==> src/rtl/omem_write_scheduler.sv <==
// omem_write_scheduler
//   Shares the single output-memory Wishbone master port among NUM_CORES
//   execution cores. Each core posts a 96-bit row plus a base address; the
//   scheduler picks one round-robin, writes the row as three consecutive
//   Wishbone classic write cycles (base, base+1, base+2) and pulses oAck to
//   the owner. A word that is not acknowledged within ACK_TIMEOUT+1 strobe
//   cycles ends the transfer early with oError pulsed alongside oAck.
//
// Ports
//   CLK_I, RST_I        clock, synchronous active-high reset
//   iReq[N]             core i has a row posted (held until oAck[i])
//   iAddress[N*W]       per-core base address, core i at slice i
//   iData[N*ROW]        per-core row, core i at slice i
//   oAck[N]             one-cycle completion pulse to the granted core
//   oError              one-cycle pulse with oAck when the transfer timed out
//   OMEM_*              Wishbone classic master (write-only)
module omem_write_scheduler #(
    parameter int NUM_CORES   = 4,
    parameter int WB_WIDTH    = 32,
    parameter int ROW_WIDTH   = 96,
    parameter int ACK_TIMEOUT = 255
) (
    input  logic                           CLK_I,
    input  logic                           RST_I,
    input  logic [NUM_CORES-1:0]           iReq,
    input  logic [NUM_CORES*WB_WIDTH-1:0]  iAddress,
    input  logic [NUM_CORES*ROW_WIDTH-1:0] iData,
    output logic [NUM_CORES-1:0]           oAck,
    output logic                           oError,
    output logic [WB_WIDTH-1:0]            OMEM_ADR_O,
    output logic [WB_WIDTH-1:0]            OMEM_DAT_O,
    output logic                           OMEM_WE_O,
    output logic                           OMEM_STB_O,
    output logic                           OMEM_CYC_O,
    input  logic                           OMEM_ACK_I
);

    localparam int PTR_W = (NUM_CORES > 1) ? $clog2(NUM_CORES) : 1;
    localparam int CNT_W = 16;

    typedef enum logic [1:0] {S_IDLE, S_WRITE, S_DONE} state_t;

    state_t               state, state_nxt;
    logic [PTR_W-1:0]     rr_ptr, rr_ptr_nxt;
    logic [PTR_W-1:0]     grant, grant_nxt;
    logic [1:0]           word, word_nxt;
    logic [1:0]           word_inc;
    logic [CNT_W-1:0]     cnt, cnt_nxt;
    logic [NUM_CORES-1:0] ack_nxt;
    logic                 err_nxt;
    logic [WB_WIDTH-1:0]  adr_nxt, dat_nxt;
    logic                 stb_q, stb_nxt;
    logic                 load;

    logic [WB_WIDTH-1:0]  base_q;
    logic [ROW_WIDTH-1:0] row_q;

    logic                 req_found;
    logic [PTR_W-1:0]     req_idx;
    logic [PTR_W-1:0]     scan_idx;
    logic [WB_WIDTH-1:0]  sel_base;
    logic [ROW_WIDTH-1:0] sel_row;

    // Word 0 is the most significant component of the row.
    function automatic logic [WB_WIDTH-1:0] row_word(input logic [ROW_WIDTH-1:0] row,
                                                     input logic [1:0]           w);
        case (w)
            2'd0:    return row[ROW_WIDTH-1 -: WB_WIDTH];
            2'd1:    return row[2*WB_WIDTH-1 -: WB_WIDTH];
            default: return row[WB_WIDTH-1:0];
        endcase
    endfunction

    // Round-robin pick: scan downward over the offsets so the smallest
    // offset from rr_ptr that is requesting is the one left standing.
    always_comb begin
        req_found = 1'b0;
        req_idx   = '0;
        scan_idx  = '0;
        for (int k = NUM_CORES - 1; k >= 0; k--) begin
            scan_idx = PTR_W'((int'(rr_ptr) + k) % NUM_CORES);
            if (iReq[scan_idx]) begin
                req_found = 1'b1;
                req_idx   = scan_idx;
            end
        end
    end

    assign sel_base = iAddress[req_idx*WB_WIDTH +: WB_WIDTH];
    assign sel_row  = iData[req_idx*ROW_WIDTH +: ROW_WIDTH];
    assign word_inc = word + 2'd1;

    // Next-state and next-output logic; every bus output is registered from
    // these values so the bus sees them one cycle after the decision.
    always_comb begin
        state_nxt  = state;
        rr_ptr_nxt = rr_ptr;
        grant_nxt  = grant;
        word_nxt   = word;
        cnt_nxt    = cnt;
        ack_nxt    = '0;
        err_nxt    = 1'b0;
        adr_nxt    = OMEM_ADR_O;
        dat_nxt    = OMEM_DAT_O;
        stb_nxt    = 1'b0;
        load       = 1'b0;

        case (state)
            S_IDLE: begin
                if (req_found) begin
                    load      = 1'b1;
                    grant_nxt = req_idx;
                    word_nxt  = 2'd0;
                    cnt_nxt   = '0;
                    adr_nxt   = sel_base;
                    dat_nxt   = row_word(sel_row, 2'd0);
                    stb_nxt   = 1'b1;
                    state_nxt = S_WRITE;
                end
            end

            S_WRITE: begin
                stb_nxt = 1'b1;
                if (OMEM_ACK_I) begin
                    if (word != 2'd2) begin
                        // Next word goes out back-to-back with no idle strobe gap.
                        word_nxt = word_inc;
                        cnt_nxt  = '0;
                        adr_nxt  = base_q + WB_WIDTH'(word_inc);
                        dat_nxt  = row_word(row_q, word_inc);
                    end else begin
                        stb_nxt        = 1'b0;
                        ack_nxt[grant] = 1'b1;
                        state_nxt      = S_DONE;
                    end
                end else if (cnt == CNT_W'(ACK_TIMEOUT)) begin
                    // Counter has covered ACK_TIMEOUT+1 strobe cycles on this word.
                    stb_nxt        = 1'b0;
                    ack_nxt[grant] = 1'b1;
                    err_nxt        = 1'b1;
                    state_nxt      = S_DONE;
                end else begin
                    cnt_nxt = cnt + 1'b1;
                end
            end

            S_DONE: begin
                rr_ptr_nxt = (int'(grant) == NUM_CORES - 1) ? '0 : grant + 1'b1;
                state_nxt  = S_IDLE;
            end

            default: state_nxt = S_IDLE;
        endcase
    end

    always_ff @(posedge CLK_I) begin
        if (RST_I) begin
            state      <= S_IDLE;
            rr_ptr     <= '0;
            grant      <= '0;
            word       <= 2'd0;
            cnt        <= '0;
            oAck       <= '0;
            oError     <= 1'b0;
            OMEM_ADR_O <= '0;
            OMEM_DAT_O <= '0;
            stb_q      <= 1'b0;
        end else begin
            state      <= state_nxt;
            rr_ptr     <= rr_ptr_nxt;
            grant      <= grant_nxt;
            word       <= word_nxt;
            cnt        <= cnt_nxt;
            oAck       <= ack_nxt;
            oError     <= err_nxt;
            OMEM_ADR_O <= adr_nxt;
            OMEM_DAT_O <= dat_nxt;
            stb_q      <= stb_nxt;
        end
    end

    // Row snapshot taken at grant; later changes on iData/iAddress are ignored.
    always_ff @(posedge CLK_I) begin
        if (load) begin
            base_q <= sel_base;
            row_q  <= sel_row;
        end
    end

    // The transfer never idles the strobe mid-row, so CYC and WE track STB.
    assign OMEM_STB_O = stb_q;
    assign OMEM_CYC_O = stb_q;
    assign OMEM_WE_O  = stb_q;

endmodule

==> config.mk <==
export PLATFORM = sky130hd
export DESIGN_NAME = omem_write_scheduler
export DESIGN_NICKNAME = d
export VERILOG_FILES = /design/src/rtl/omem_write_scheduler.sv
export SDC_FILE = /design/constraint.sdc
export NUM_CORES = 1
export LEC_CHECK = 0
export ABC_AREA = 1
export BUFFER_PORTS_ARGS = -buffer_cell sky130_fd_sc_hd__buf_2
export CAP_MARGIN = 10
export CELL_PAD_IN_SITES_DETAIL_PLACEMENT = 1
export CELL_PAD_IN_SITES_GLOBAL_PLACEMENT = 2
export CORE_MARGIN = 2
export CORE_UTILIZATION = 27
export DETAILED_ROUTE_END_ITERATION = 12
export PLACE_DENSITY = 0.9
export SLEW_MARGIN = 20
export SYNTH_ARGS = -nofsm -noshare
export SYNTH_HDL_FRONTEND = slang
export SYNTH_SLANG_ARGS = --single-unit
==> constraint.sdc <==
create_clock -name CLK_I -period 9.3 [get_ports CLK_I]
set_input_delay 2.325 -clock CLK_I [delete_from_list [all_inputs] [get_ports CLK_I]]
set_output_delay 2.325 -clock CLK_I [all_outputs]
set_load 0.01 [all_outputs]
* After elaboration in Yosys (flattened, before gate mapping)
Index checks and enable logic that the tools add are counted.
** Operators by class
- Equal/unequal tests :: 13
- Mux-type cells :: 52
- Reductions and logical operators :: 10
- Shift-type cells :: 2
- Divide/modulo/power cells :: 0
- Add/sub/neg operators :: 7
- Multipliers :: 1
- Order comparisons :: 6
- Bitwise operators :: 1
** Operators with widths (count)
- 384-bit by 10-bit indexed part select with 96-bit output :: 1
- 32-bit 2-to-1 mux :: 6
- 32-bit one-hot mux with 2 select lines :: 3
- 128-bit by 8-bit indexed part select with 32-bit output :: 1
- 16-bit 2-to-1 mux :: 4
- 32-bit by 2-bit adder with 32-bit output :: 1
- 16-bit one-hot mux with 2 select lines :: 1
- 2-bit 2-to-1 mux :: 12
- 16-bit by 1-bit adder with 16-bit output, second input constant :: 1
- 16-bit by 8-bit equality test with 1-bit output, second input constant :: 1
- 2-bit by 3-bit less-than comparator with 1-bit output, second input constant :: 5
- 1-bit 2-to-1 mux :: 15
- 4-bit 2-to-1 mux :: 3
- 3-bit != test, second input constant :: 4
- 1-bit binary-select mux with 2-bit select :: 4
- 2-bit != test, second input constant :: 4
- 2-bit one-hot mux with 2 select lines :: 2
- 4-bit AND reduction :: 2
- 2-bit by 1-bit adder with 2-bit output, second input constant :: 3
- 2-bit by 1-bit equality test with 1-bit output, second input constant :: 3
- 2-bit adder, second input constant :: 2
- 2-bit zero test :: 2
- 2-bit by 2-bit multiplier with 4-bit output, second input constant :: 1
- 3-bit AND reduction :: 1
- other kinds (10) :: 10
** Word-level totals
- Memory bits (read-only) :: 0
- Bits in latches :: 0
- Bits in writable memories :: 0
- Logic and storage cells :: 104
- Register bits after elaboration :: 222
- Memories :: 0

* Logic depth before layout (Yosys ltp)
- Word-level depth :: 11
- Depth in mapped cells :: 16
- Mapped depth without buffers :: 16

* Least setup slack after synthesis
Ideal clock, no wire load.
- Kind :: input port to flip-flop
- Start point :: input port iReq[3]
- End point :: register grant[0]
- Data arrival time :: 5.792 ns
- Setup slack :: 3.398 ns
- Stages :: 10
- Data required time :: 9.190 ns
- Buffers on the path :: 0
- Path through :: inv_1 -> o21ai_1 -> nand2_1 -> nand2_1 -> inv_2 -> nand3b_1 -> nand2_1 -> inv_1 -> o21ai_0 -> a21oi_1
** Between the ends
- Word-level cells in the longest chain between the ends :: 7
- Elaborated cells between the ends (all ways) :: 17
** RTL lines
- from (decl) :: line 25 : input logic [NUM_CORES-1:0] iReq,
- 1-bit binary-select mux with 2-bit select :: line 82 : if (iReq[scan_idx]) begin
- 1-bit 2-to-1 mux (not written as such) :: line 82
- 1-bit 2-to-1 mux (4 in series) :: line 82
- 2-bit AND reduction (no line)
- to (signal assigned) :: line 171 : grant <= grant_nxt;
- to (decl) :: line 45 : logic [PTR_W-1:0] grant, grant_nxt;
Parallel ways exist; a longest one is shown, timed or not. The select of a mux whose other input is x is not followed.
A chain may end at the register's enable or synchronous reset.

* Final worst setup path
- Start point :: input port iReq[1]
- End point :: register OMEM_ADR_O[3]
** Between the ends
- Word-level cells in the longest chain between the ends :: 9
- Elaborated cells between the ends (all ways) :: 21
** RTL lines
- 1-bit binary-select mux with 2-bit select :: line 82
- 1-bit 2-to-1 mux (not written as such) :: line 82
- 2-bit 2-to-1 mux (4 in series) :: line 82
- 128-bit by 8-bit indexed part select with 32-bit output :: line 89 : assign sel_base = iAddress[req_idx*WB_WIDTH +: WB_WIDTH];
- 32-bit 2-to-1 mux :: line 110 : if (req_found) begin
- 32-bit one-hot mux with 2 select lines :: line 108 : case (state)
- to (signal assigned) :: line 176 : OMEM_ADR_O <= adr_nxt;
- to (decl) :: line 30 : output logic [WB_WIDTH-1:0] OMEM_ADR_O,
Parallel ways exist; a longest one is shown, timed or not. The select of a mux whose other input is x is not followed.

==> out/results.ini <==
[timing]
setup_tns_ps = 0
drv_slew = 0
relSlewSlack_pct = 28.6
tightest_slew_ps = 1070
max_clock_freq_ghz = 0.174
final-setup-viol-count = 0
fin_crit_ps = 5730
finalCritPeriodShare_pct = 61.7
fin_skew_ps = 20.8
hold_violations = 0
rsz0062_at_grt = no

[drt]
drc = 0
via_per_inst = 5.11
dr.pass1.iters = 5
ant_nets = 0
vias = 16391
drt_wl_total_mm = 71.2
wl_per_cell_um = 22.2
drtIter0Drc = 1066

[logic_synthesis]
synth_edf_count = 128
synth_top_cell_by_area = edfxtp_1
ys_ff_latch = 222
ys.flop_type = edfxtp_1
netlist_area_um2 = 14000
ys_warn_count = 0
yosysTopAreaCellShare_pct = 27.5
yosys-top-cells-area = edfxtp_1 (27%), nand2_1 (17%), dfxtp_1 (13%)
synth_cell_type_count = 31
async_reset_ff_share_pct = 0
avgSynthCellArea_um2 = 7.05
syn-num-nets = 2514
synthCells = 1984
yosysSeqAreaShare_pct = 40.9

[layout]
seq_area_um2 = 5730
syn2layout_area_growth_pct = 30.8
most-common-layout-cells = nand2_1 (635), buf_2 (590), nand3_1 (261)
drive_above_1_share_pct = 26.5
fillCellCount = 6650
multi_input_area_um2 = 7250
fin_nets = 3006
postLayoutCellArea_um2 = 18300
mostFrequentLayoutCell = nand2_1
fin_cells = 3206
fin_util_pct = 35.7

[floorplanning]
row_count = 83
die_x_um = 232
dieArea_um2 = 53600
core_area_um2 = 51300
fp.dieH_um = 232
start_util_pct = 27.3
ios = 591

[power_and_ir_drop]
clkPwrFrac_pct = 33.7
p_seq_share_pct = 38.7
combPwrFrac_pct = 27.6
power_switching_mw = 1.17
power_leakage_nw = 8.42
p_per_area_nw_per_um2 = 186
peakVddDrop_mv = 0.129
cellInternalPower_mw = 2.24
switching_share_pct = 34.4

[setup_path]
worst-path-buf-inv = 5
cp.depth = 15
start_kind = primary input
critPathSlowestCell = inv_8
r2r_cells = 13
crit_path_frequent_cell = nand2_1
critPathRequiredTime_ps = 9790
critPathTopFamily = simple AND/OR/NAND/NOR gates
cp.arrival_ps = 6230
cp-end-kind = register
crit_path_cell_trace = buf_2 > inv_1 > nand2_1 > nand3_1 > nand2_1 > inv_1 > nand2_1 > nand2_2 > nand2_8 > inv_8 > buf_4 > nand2_1 > nand3_1 > nand3_1 > a21oi_1
worstSetupPathType = in2reg
cpPeakStageDelay_ps = 770
path_max_fanout = 158

[cts]
cts_tree = done
root_buffer = clkbuf_16
cts_buffer_depth = 3
numClockSinks = 222
cts-resized-gates = 0
cts-hold-fix-buffers = 0
postCtsSetupBuffers = 0
cts_buffers = 28
clkTransAtPathRegs_ps = 60
htreeDepth = 1
insertion_delay_ps = 570

[placement]
dp.cells = 3126
gp_congestion = 0.901
post_dp_cell_area_um2 = 17300
portBuffers = 590
hpwl_mm = 53.9

[global_routing]
track_usage_pct = 25.5
antenna_found_initial = 37
grt_first_pass_wirelength_mm = 104
grt.overflow.total = 0
grt_pass1_vias = 16981
grt_max_degree = 171

[outcome]
status = finished clean

[worst_hold_path]
worstHoldPathType = reg2reg
min_path_cells = 2

[job]
max_cap_viol_count = 0

==> cells in the mapped netlist (11+ instances only) <==
cell type	number
a21oi_1	156
nand4_1	15
nand3_1	261
dfxtp_1	94
buf_1	20
a221oi_1	32
and2_1	57
o21ai_0	99
buf_4	26
edfxtp_1	128
inv_1	91
nor3_1	19
clkbuf_1	58
a31oi_1	65
nor2_1	124
buf_2	35
nand2_1	637
xnor2_1	11
xor2_1	20
==> state kept, by name (all words and copies together) (netlist names), 2 cells and up <==
name and flops:
row_q 96, word 2, OMEM_DAT_O 32, cnt 16, base_q 32, state 2, OMEM_ADR_O 32, rr_ptr 2
grant 2, oAck 4
==> cells by family after synthesis <==
kind of cell               after synthesis  synth area share (%)
buffers and inverters                  238                  7.57
adders and majority gates               11                  1.04
AOI/OAI and AO/OA                      358                  14.3
xor gates and xnor gates                31                  1.94
and+or+nand+nor                       1124                  34.2
DFF                                    222                  40.9
==> final cells by class <==
class / instances / share of cell area [%]
Multi-Input combinational cell: 1524 / 39.6
Clock buffer: 36 / 4.17
Timing Repair Buffer: 604 / 16.8
Inverter: 96 / 2.04
Tap cell: 680 / 4.65
Sequential cell: 222 / 31.3
Clock inverter: 15 / 1.01
Antenna cell: 29 / 0.397
==> routing by layer <==
metal / track usage [%] / up-vias / part of all wire [%]
met5: 0 / - / 0.037
met4: 11.6 / 6 / 4.1
li1: - / 7731 / -
met2: 45.9 / 557 / 52
met3: 5.03 / 141 / 5.8
met1: 28.8 / 7956 / 39
==> per-stage QoR <==
| stage | setup WS [ps] | total power [mW] | hold slack, ps |
|---|---|---|---|
| after floorplan | 3400 | 1.85 | 453 |
| after global placement | 3150 | 2.26 | 459 |
| after detailed placement | 2950 | 2.28 | 463 |
| after CTS | 3530 | 3.44 | 471 |
| after global routing | 3120 | 3.57 | 492 |
| final | 3570 | 3.41 | 465 |
==> power groups by stage <==
stage | registers [mW] | logic (mW) | clock network, mW
floorplan | 1.32 | 0.536 | 0
global placement | 1.33 | 0.921 | 0
detailed placement | 1.34 | 0.942 | 0
CTS | 1.32 | 0.948 | 1.17
global route | 1.33 | 1.04 | 1.20
finish | 1.32 | 0.942 | 1.15
==> worst reg2reg max path, stage by stage (launching register included) <==
cell and delay (ps):
dfxtp_1 550, inv_1 190, nand2_1 130, nand3_1 130, nand2_1 100, nand3_1 100, nand3_2 520, nand2_8 500
inv_8 810, buf_4 780, nand2_1 200, nand3_1 140, nand3_1 110, a21oi_1 170
==> final timing paths <==
path,endpoint,slack (ps),start
max,OMEM_ADR_O[3],3570,iReq[1]
min,OMEM_ADR_O[12],460,OMEM_ADR_O[12]
min reg2reg,OMEM_ADR_O[12],460,OMEM_ADR_O[12]
max reg2reg,OMEM_ADR_O[3],4790,rr_ptr[0]
Note: power is estimated with default switching activity, not from simulation.
